[src/rtl/lcd_bus_arbiter.sv]
// Round-robin arbiter driving a 4-bit HD44780 bus: two byte requesters, nibble split, setup/enable/gap timing.
// Latency: accept edge k, IDLE again at k+2*T_SETUP+2*T_PULSE+gap; ready is held low whenever not IDLE.
module lcd_bus_arbiter #(
  parameter int T_SETUP = 40000,
  parameter int T_PULSE = 100000,
  parameter int T_CMD   = 40000,
  parameter int T_CLR   = 200000
) (
  input  logic       clk,
  input  logic       nrst,
  input  logic       req0_valid,
  input  logic       req0_rs,
  input  logic [7:0] req0_byte,
  output logic       req0_ready,
  input  logic       req1_valid,
  input  logic       req1_rs,
  input  logic [7:0] req1_byte,
  output logic       req1_ready,
  output logic [3:0] lcd_data,
  output logic       lcd_rs,
  output logic       lcd_rw,
  output logic       lcd_en,
  output logic       busy,
  output logic       grant_id
);

  typedef enum logic [2:0] {
    IDLE, SETUP_HI, PULSE_HI, SETUP_LO, PULSE_LO, GAP
  } state_t;

  state_t      state_q;
  logic [31:0] cnt_q;
  logic [7:0]  byte_q;
  logic        rs_q;
  logic        last_grant_q;
  logic        grant_id_q;
  logic [3:0]  lcd_data_q;
  logic        lcd_rs_q;
  logic        lcd_en_q;

  logic        grant;
  logic        accept;
  logic        sel_rs;
  logic [7:0]  sel_byte;
  logic        is_clr;
  logic [31:0] lim;

  // A lone requester wins; on a tie (or no request) the one not served last is offered.
  always_comb begin
    grant = ~last_grant_q;
    if (req0_valid && !req1_valid) grant = 1'b0;
    else if (req1_valid && !req0_valid) grant = 1'b1;
  end

  assign req0_ready = (state_q == IDLE) && !grant;
  assign req1_ready = (state_q == IDLE) && grant;
  assign accept     = (req0_ready && req0_valid) || (req1_ready && req1_valid);
  assign sel_rs     = grant ? req1_rs : req0_rs;
  assign sel_byte   = grant ? req1_byte : req0_byte;

  // Clear display / return home need the long settle time.
  assign is_clr = !rs_q && (byte_q == 8'h01 || byte_q == 8'h02 || byte_q == 8'h03);

  always_comb begin
    lim = 32'd0;
    case (state_q)
      SETUP_HI, SETUP_LO: lim = 32'(T_SETUP - 1);
      PULSE_HI, PULSE_LO: lim = 32'(T_PULSE - 1);
      GAP:                lim = is_clr ? 32'(T_CLR - 1) : 32'(T_CMD - 1);
      default:            lim = 32'd0;
    endcase
  end

  always_ff @(posedge clk or negedge nrst) begin
    if (!nrst) begin
      state_q      <= IDLE;
      cnt_q        <= 32'd0;
      byte_q       <= 8'h00;
      rs_q         <= 1'b0;
      last_grant_q <= 1'b1;
      grant_id_q   <= 1'b0;
      lcd_data_q   <= 4'h0;
      lcd_rs_q     <= 1'b0;
      lcd_en_q     <= 1'b0;
    end else if (state_q == IDLE) begin
      if (accept) begin
        byte_q       <= sel_byte;
        rs_q         <= sel_rs;
        last_grant_q <= grant;
        grant_id_q   <= grant;
        lcd_data_q   <= sel_byte[7:4];
        lcd_rs_q     <= sel_rs;
        lcd_en_q     <= 1'b0;
        cnt_q        <= 32'd0;
        state_q      <= SETUP_HI;
      end
    end else if (cnt_q == lim) begin
      cnt_q <= 32'd0;
      case (state_q)
        SETUP_HI: begin
          state_q  <= PULSE_HI;
          lcd_en_q <= 1'b1;
        end
        PULSE_HI: begin
          state_q    <= SETUP_LO;
          lcd_en_q   <= 1'b0;
          lcd_data_q <= byte_q[3:0];
        end
        SETUP_LO: begin
          state_q  <= PULSE_LO;
          lcd_en_q <= 1'b1;
        end
        PULSE_LO: begin
          state_q  <= GAP;
          lcd_en_q <= 1'b0;
        end
        default: begin
          state_q  <= IDLE;
          lcd_en_q <= 1'b0;
        end
      endcase
    end else begin
      cnt_q <= cnt_q + 32'd1;
    end
  end

  assign lcd_data = lcd_data_q;
  assign lcd_rs   = lcd_rs_q;
  assign lcd_rw   = 1'b0;
  assign lcd_en   = lcd_en_q;
  assign busy     = (state_q != IDLE);
  assign grant_id = grant_id_q;

endmodule

[config.mk]
export PLATFORM = sky130hd
export DESIGN_NAME = lcd_bus_arbiter
export DESIGN_NICKNAME = d
export VERILOG_FILES = /design/src/rtl/lcd_bus_arbiter.sv
export SDC_FILE = /design/constraint.sdc
export NUM_CORES = 1
export LEC_CHECK = 0
export CORE_ASPECT_RATIO = 0.5
export CORE_MARGIN = 4
export CORE_UTILIZATION = 57
export DETAILED_ROUTE_END_ITERATION = 12
export HOLD_SLACK_MARGIN = 0.1
export MAX_ROUTING_LAYER = met4
export PLACE_DENSITY = 0.8
export RECOVER_POWER = 50
export SLEW_MARGIN = 0
export SYNTH_ARGS = -nofsm -noshare
export SYNTH_HDL_FRONTEND = slang
export SYNTH_SLANG_ARGS = --single-unit
[constraint.sdc]
create_clock -name clk -period 3 [get_ports clk]
set_input_delay 0.3 -clock clk [delete_from_list [all_inputs] [get_ports clk]]
set_output_delay 0.3 -clock clk [all_outputs]
set_load 0.02 [all_outputs]
# After elaboration in Yosys (flattened, before gate mapping)
# Index checks and enable logic that the tools add are counted.
[totals]
register_bits = 51
word_cells = 64
output_inout_bits = 11
in_bits = 22
[op_classes]
muxes = 21
n_bitwise = 1
n_addsub = 1
n_eq_ne = 10
reduce_logical = 23
[ops]
columns = ["op", "n"]
rows = [
  ["$mux 32", 3],
  ["$pmux 18 s3", 1],
  ["$add 32x1->32 const B", 1],
  ["$eq 32x32->1", 1],
  ["$mux 18", 1],
  ["$eq 8x2->1 const B", 2],
  ["$mux 4", 4],
  ["$pmux 3 s4", 1],
  ["$mux 3", 3],
  ["$eq 8x1->1 const B", 1],
  ["$mux 8", 1],
  ["$logic_and 1x1->1", 7],
  ["$mux 1", 7],
  ["$eq 3x2->1 const B", 2],
  ["$eq 3x3->1 const B", 2],
  ["$logic_not 1->1", 4],
  ["$reduce_and 2->1", 2],
  ["$reduce_bool 2->1", 2],
  ["$reduce_or 2->1", 2],
  ["$eq 3x1->1 const B", 1],
  ["$logic_not 3->1", 1],
  ["$logic_or 1x1->1", 3],
  ["$reduce_and 3->1", 1],
  ["$reduce_bool 3->1", 1],
  ["2 further kinds", 2],
]

# Longest topological paths before layout
[logic_depth]
word_depth = 10
depth_mapped = 10
mapped_depth_nobuf = 8

# Least setup slack after synthesis
# OpenSTA, ideal clock, no wires.
[synth_timing]
path_type = "register -> register"
startpoint = "reg cnt_q[24]"
endpoint = "reg lcd_data_q[0], in the netlist lcd_data[0]"
synth_period_minus_slack_ns = 2.387
arrival_ns = 2.262
setup_time_ns = 0.125
slack_ns = 0.613
path_stages_with_launch = 8
path_buffers = 0
required_ns = 2.875
path_cell_list = "dfrtp_1 -> or4_1 -> a2111oi_0 -> nand2_1 -> a2111oi_4 -> and3_4 -> a21oi_4 -> mux2_4"
[synth_via]
elab_chain_cells = 3
[synth_rtl]
columns = ["item", "line_no", "text"]
rows = [
  ["start: declaration", "32", "logic [31:0] cnt_q;"],
  ["start signal: assignment", "123", "cnt_q <= cnt_q + 32'd1;"],
  ["$eq 32x32->1", "97", "end else if (cnt_q == lim) begin"],
  ["$reduce_bool 2->1 (no source line)", "n/a", ""],
  ["$reduce_and 3->1 (no source line)", "n/a", ""],
  ["end signal: assignment", "91", "lcd_data_q <= sel_byte[7:4];"],
  ["end signal: assignment", "107", "lcd_data_q <= byte_q[3:0];"],
  ["end: declaration", "37", "logic [3:0] lcd_data_q;"],
]
# Every way passes these cells.
# A chain may end at the register's enable or synchronous reset.

# Worst setup path in the final report
[layout_timing]
startpoint = "reg cnt_q[24]"
endpoint = "reg cnt_q[7]"
[layout_via]
elab_chain_cells = 3
[layout_rtl]
columns = ["item", "line_no", "text"]
rows = [
  ["$eq 32x32->1", "97", ""],
  ["$mux 32", "97", ""],
  ["$mux 32", "85", "end else if (state_q == IDLE) begin"],
]
# Every way passes these cells.

==> flow_summary_export.csv <==
group,metric,value,unit
timing,setup_ws,190.5,ps
setup_path,endpoint_kind,"register",
route,via_per_inst,6.035,
clocking,cts.sinks,51,
route,dr.pass1.iters,4,
worst_hold_path,min_path_type,"reg -> reg",
power_and_ir_drop,pwr-share-seq,54.4,%
run_status,outcome,"complete, but fails checks",
timing,hold_slack,506.7,ps
route,wl_met3,546,um
global_routing,grt_max_degree,52,
flow_run,drv_cap,1,
power_and_ir_drop,clkPwrFrac,40.0,%
timing,min_period_over_period,93.65,%
route,wire_per_inst,16.40,um
logic_synthesis,synth_cell_types,58,
finish,n_fill_cell,372,
power_and_ir_drop,power.total,1.273,mW
clocking,hold_buffers,0,
placed_design,place.detailed.hpwl,5242,um
logic_synthesis,synth.ff_latch_count,51,
logic_synthesis,ys_top_cells_by_area,"dfrtp_1 41%, nand2_1 6.6%, nand3_1 5.4%",
global_routing,grt_pass1_wl,12370,um
power_and_ir_drop,swShare,21.59,%
clocking,cts_made_buffers,5,
timing,tightest_slew,2747,ps
floorplan,die-height,59.74,um
timing,final_hold_viol_count,0,
setup_path,critPathRequiredTime,3210,ps
power_and_ir_drop,p_switching,0.2748,mW
floorplan,start_util,60.49,%
finish,regArea,1277,um2
clocking,cts.clk_slew.worst_paths,100,ps
route,drtAntennaViolNets,0,
run_status,violations,"max-capacitance violations, max-slew violations",
logic_synthesis,yosysWarnings,0,
logic_synthesis,ys_seq_area_share,41.86,%
floorplan,coreArea,5045,um2
timing,skew,7.906,ps
setup_path,crit_fanout,10,
global_routing,grt_usage,24.17,%
logic_synthesis,async_reset_ff_share,100.0,%
power_and_ir_drop,vdd_ir_drop_max,0.2398,mV
clocking,cts_root_buf,"clkbuf_8",
finish,areaGrowthSynthToFinish,16.77,%
clocking,postCtsSetupRepairBufs,0,
power_and_ir_drop,p_leak,1.428,nW
clocking,htreeDepth,2,
timing,maxSlewHeadroom,-83.16,%
route,highest-signal-layer,"met4",
timing,tns,0,ps
setup_path,worstPathArrival,3020,ps
floorplan,die_w,111.5,um
global_routing,grt_pass1_vias,2560,
logic_synthesis,syn-num-nets,375,
finish,drive_gt1_share,9.974,%
timing,slew_viol_final,52,
finish,diodes,0,
logic_synthesis,yosys.area.top_type_share,41.00,%
global_routing,globalRoute.totalOverflow,0,
logic_synthesis,synthFlopType,"dfrtp_1",
route,first_iter_violations,185,
placed_design,place_ws,189.3,ps
timing,setup_viol,0,
clocking,clock_latency,320,ps
timing,fin_crit,2809,ps
timing,rsz0062_at_grt,"false",
route,wl_met1,3459,um
route,route.detailed.drc,0,
floorplan,row_count,18,
timing,clock.fmax,355.9,MHz
clocking,clk_path_buf_depth,2,
finish,multi_input_area,1672,um2
global_routing,grt_antenna_before_repair,0,
placed_design,finalWeightedCongestion,0.9180,
logic_synthesis,postSynthAreaPerCell,8.670,um2
route,wl,7397,um
route,wl_met2,3307,um
placed_design,port_buffers,31,
floorplan,pin_count,33,
power_and_ir_drop,power.density,357.2,nW/um2
setup_path,crit_type,"reg -> reg",
power_and_ir_drop,combPwrFrac,5.6,%
clocking,cts_tree,"built",
power_and_ir_drop,internal_power,0.9982,mW
logic_synthesis,synth_edf_count,0,
finish,final_nets,403,
logic_synthesis,synth.largest_area_cell,"dfrtp_1",
floorplan,fp.dieArea,6660,um2
logic_synthesis,synthCells,352,
route,vias,2722,
setup_path,crit_path_start_kind,"register",
logic_synthesis,syn_area,3052,um2
[path summary, 6_finish.rpt]
path	startpoint	to	slack (ps)	cells past startpoint
min in group asynchronous	nrst	byte_q[2]$_DFFE_PN0P_	840	1
worst min-delay path	byte_q[4]$_DFFE_PN0P_	byte_q[4]$_DFFE_PN0P_	510	2
worst min register to register	byte_q[4]$_DFFE_PN0P_	byte_q[4]$_DFFE_PN0P_	510	2
max in group asynchronous	nrst	cnt_q[28]$_DFFE_PN0P_	600	1
worst max register to register	cnt_q[24]$_DFFE_PN0P_	cnt_q[7]$_DFFE_PN0P_	190	7
worst max-delay path	cnt_q[24]$_DFFE_PN0P_	cnt_q[7]$_DFFE_PN0P_	190	7
[cells in the final DEF, fill, tap and decap left out, types with 9 or more instances in the layout]
cell / n
a21oi_1: 12
nand2_1: 54
clkdlybuf4s50_1: 26
nor3_1: 17
nor2_1: 25
xnor2_1: 9
nand3_1: 33
buf_4: 11
dfrtp_1: 50
mux2i_1: 15
o21ai_0: 20
[metal layers]
layer / vias to the layer above / GRT usage [%]
met1: 1296 / 31.90
li1: 1316 / -
met2: 95 / 38.13
met4: 0 / 7.279
met3: 15 / 5.359
met5: - / -
[cells in the mapped netlist, types with 6 or more instances]
master	instances
or3_1	7
nor2_1	25
o21ai_0	22
xnor2_1	9
clkbuf_1	17
nand3_1	33
a21oi_1	12
nand4_1	8
nor3_1	18
nand2_1	54
dfrtp_1	50
mux2i_1	15
inv_1	6
a31oi_1	6
and3_1	7
[metrics by stage]
| step | cell area [um2] | utilization [%] | std cells |
|---|---|---|---|
| after floorplan | 3052 | - | 352 |
| after global placement | 3441 | 68.20 | 443 |
| after detailed placement | 3441 | 68.20 | 443 |
| after CTS | 3558 | 70.54 | 451 |
| after global routing | 3563 | 70.63 | 451 |
| final | 3563 | 70.63 | 451 |
[critical path: stages, from the launching register on]
cell,delay (ps)
dfrtp_1,440
or4_1,550
a2111oi_0,450
nand2_1,170
a2111oi_4,310
a31oi_2,280
and3_1,250
a211o_1,270
[what timing repair did]
action                                 4_1_cts  5_1_grt
endpoints found under the hold margin        0        0
setup endpoints to repair                    0        7
resized for setup                            0        1
[registers in the layout, summed over array words and instances, names as in the netlist]
| name | count |
|---|---|
| state_q | 3 |
| byte_q | 8 |
| grant_id | 1 |
| last_grant_q | 1 |
| lcd_data | 4 |
| cnt_q | 32 |
| lcd_rs | 1 |
| lcd_en | 1 |
[cell families (layout without fill, tap and decap cells)]
group | count (synthesis) | in the layout | synth area share (%)
AND/OR/NAND/NOR | 184 | 184 | 31.24
AO/OA/AOI/OAI | 59 | 59 | 12.87
flip-flops | 51 | 51 | 41.86
buffers and inverters | 27 | 56 | 3.731
multiplexers | 19 | 19 | 6.888
XOR/XNOR | 10 | 10 | 2.870
adder cells (fa/ha/maj) | 1 | 1 | 0.4099
other | 1 | 1 | 0.1229
[power by group through the flow]
stage	Combinational [mW]	Sequential [mW]	Clock (mW)
after CTS	0.0741	0.693	0.518
final	0.0716	0.693	0.509
after floorplan	0.0188	0.710	0
after global placement	0.0716	0.706	0
after global routing	0.0789	0.694	0.545
after detailed placement	0.0738	0.706	0
[cell type report]
class	instances	share of cell area, %
Tap cell	70	2.458
Inverter	6	0.6320
Multi-Input combinational cell	274	46.91
Timing Repair Buffer	42	10.85
Sequential cell	51	35.85
Clock buffer	6	2.317
Clock inverter	2	0.9831
Power figures use the tool's default switching activity.
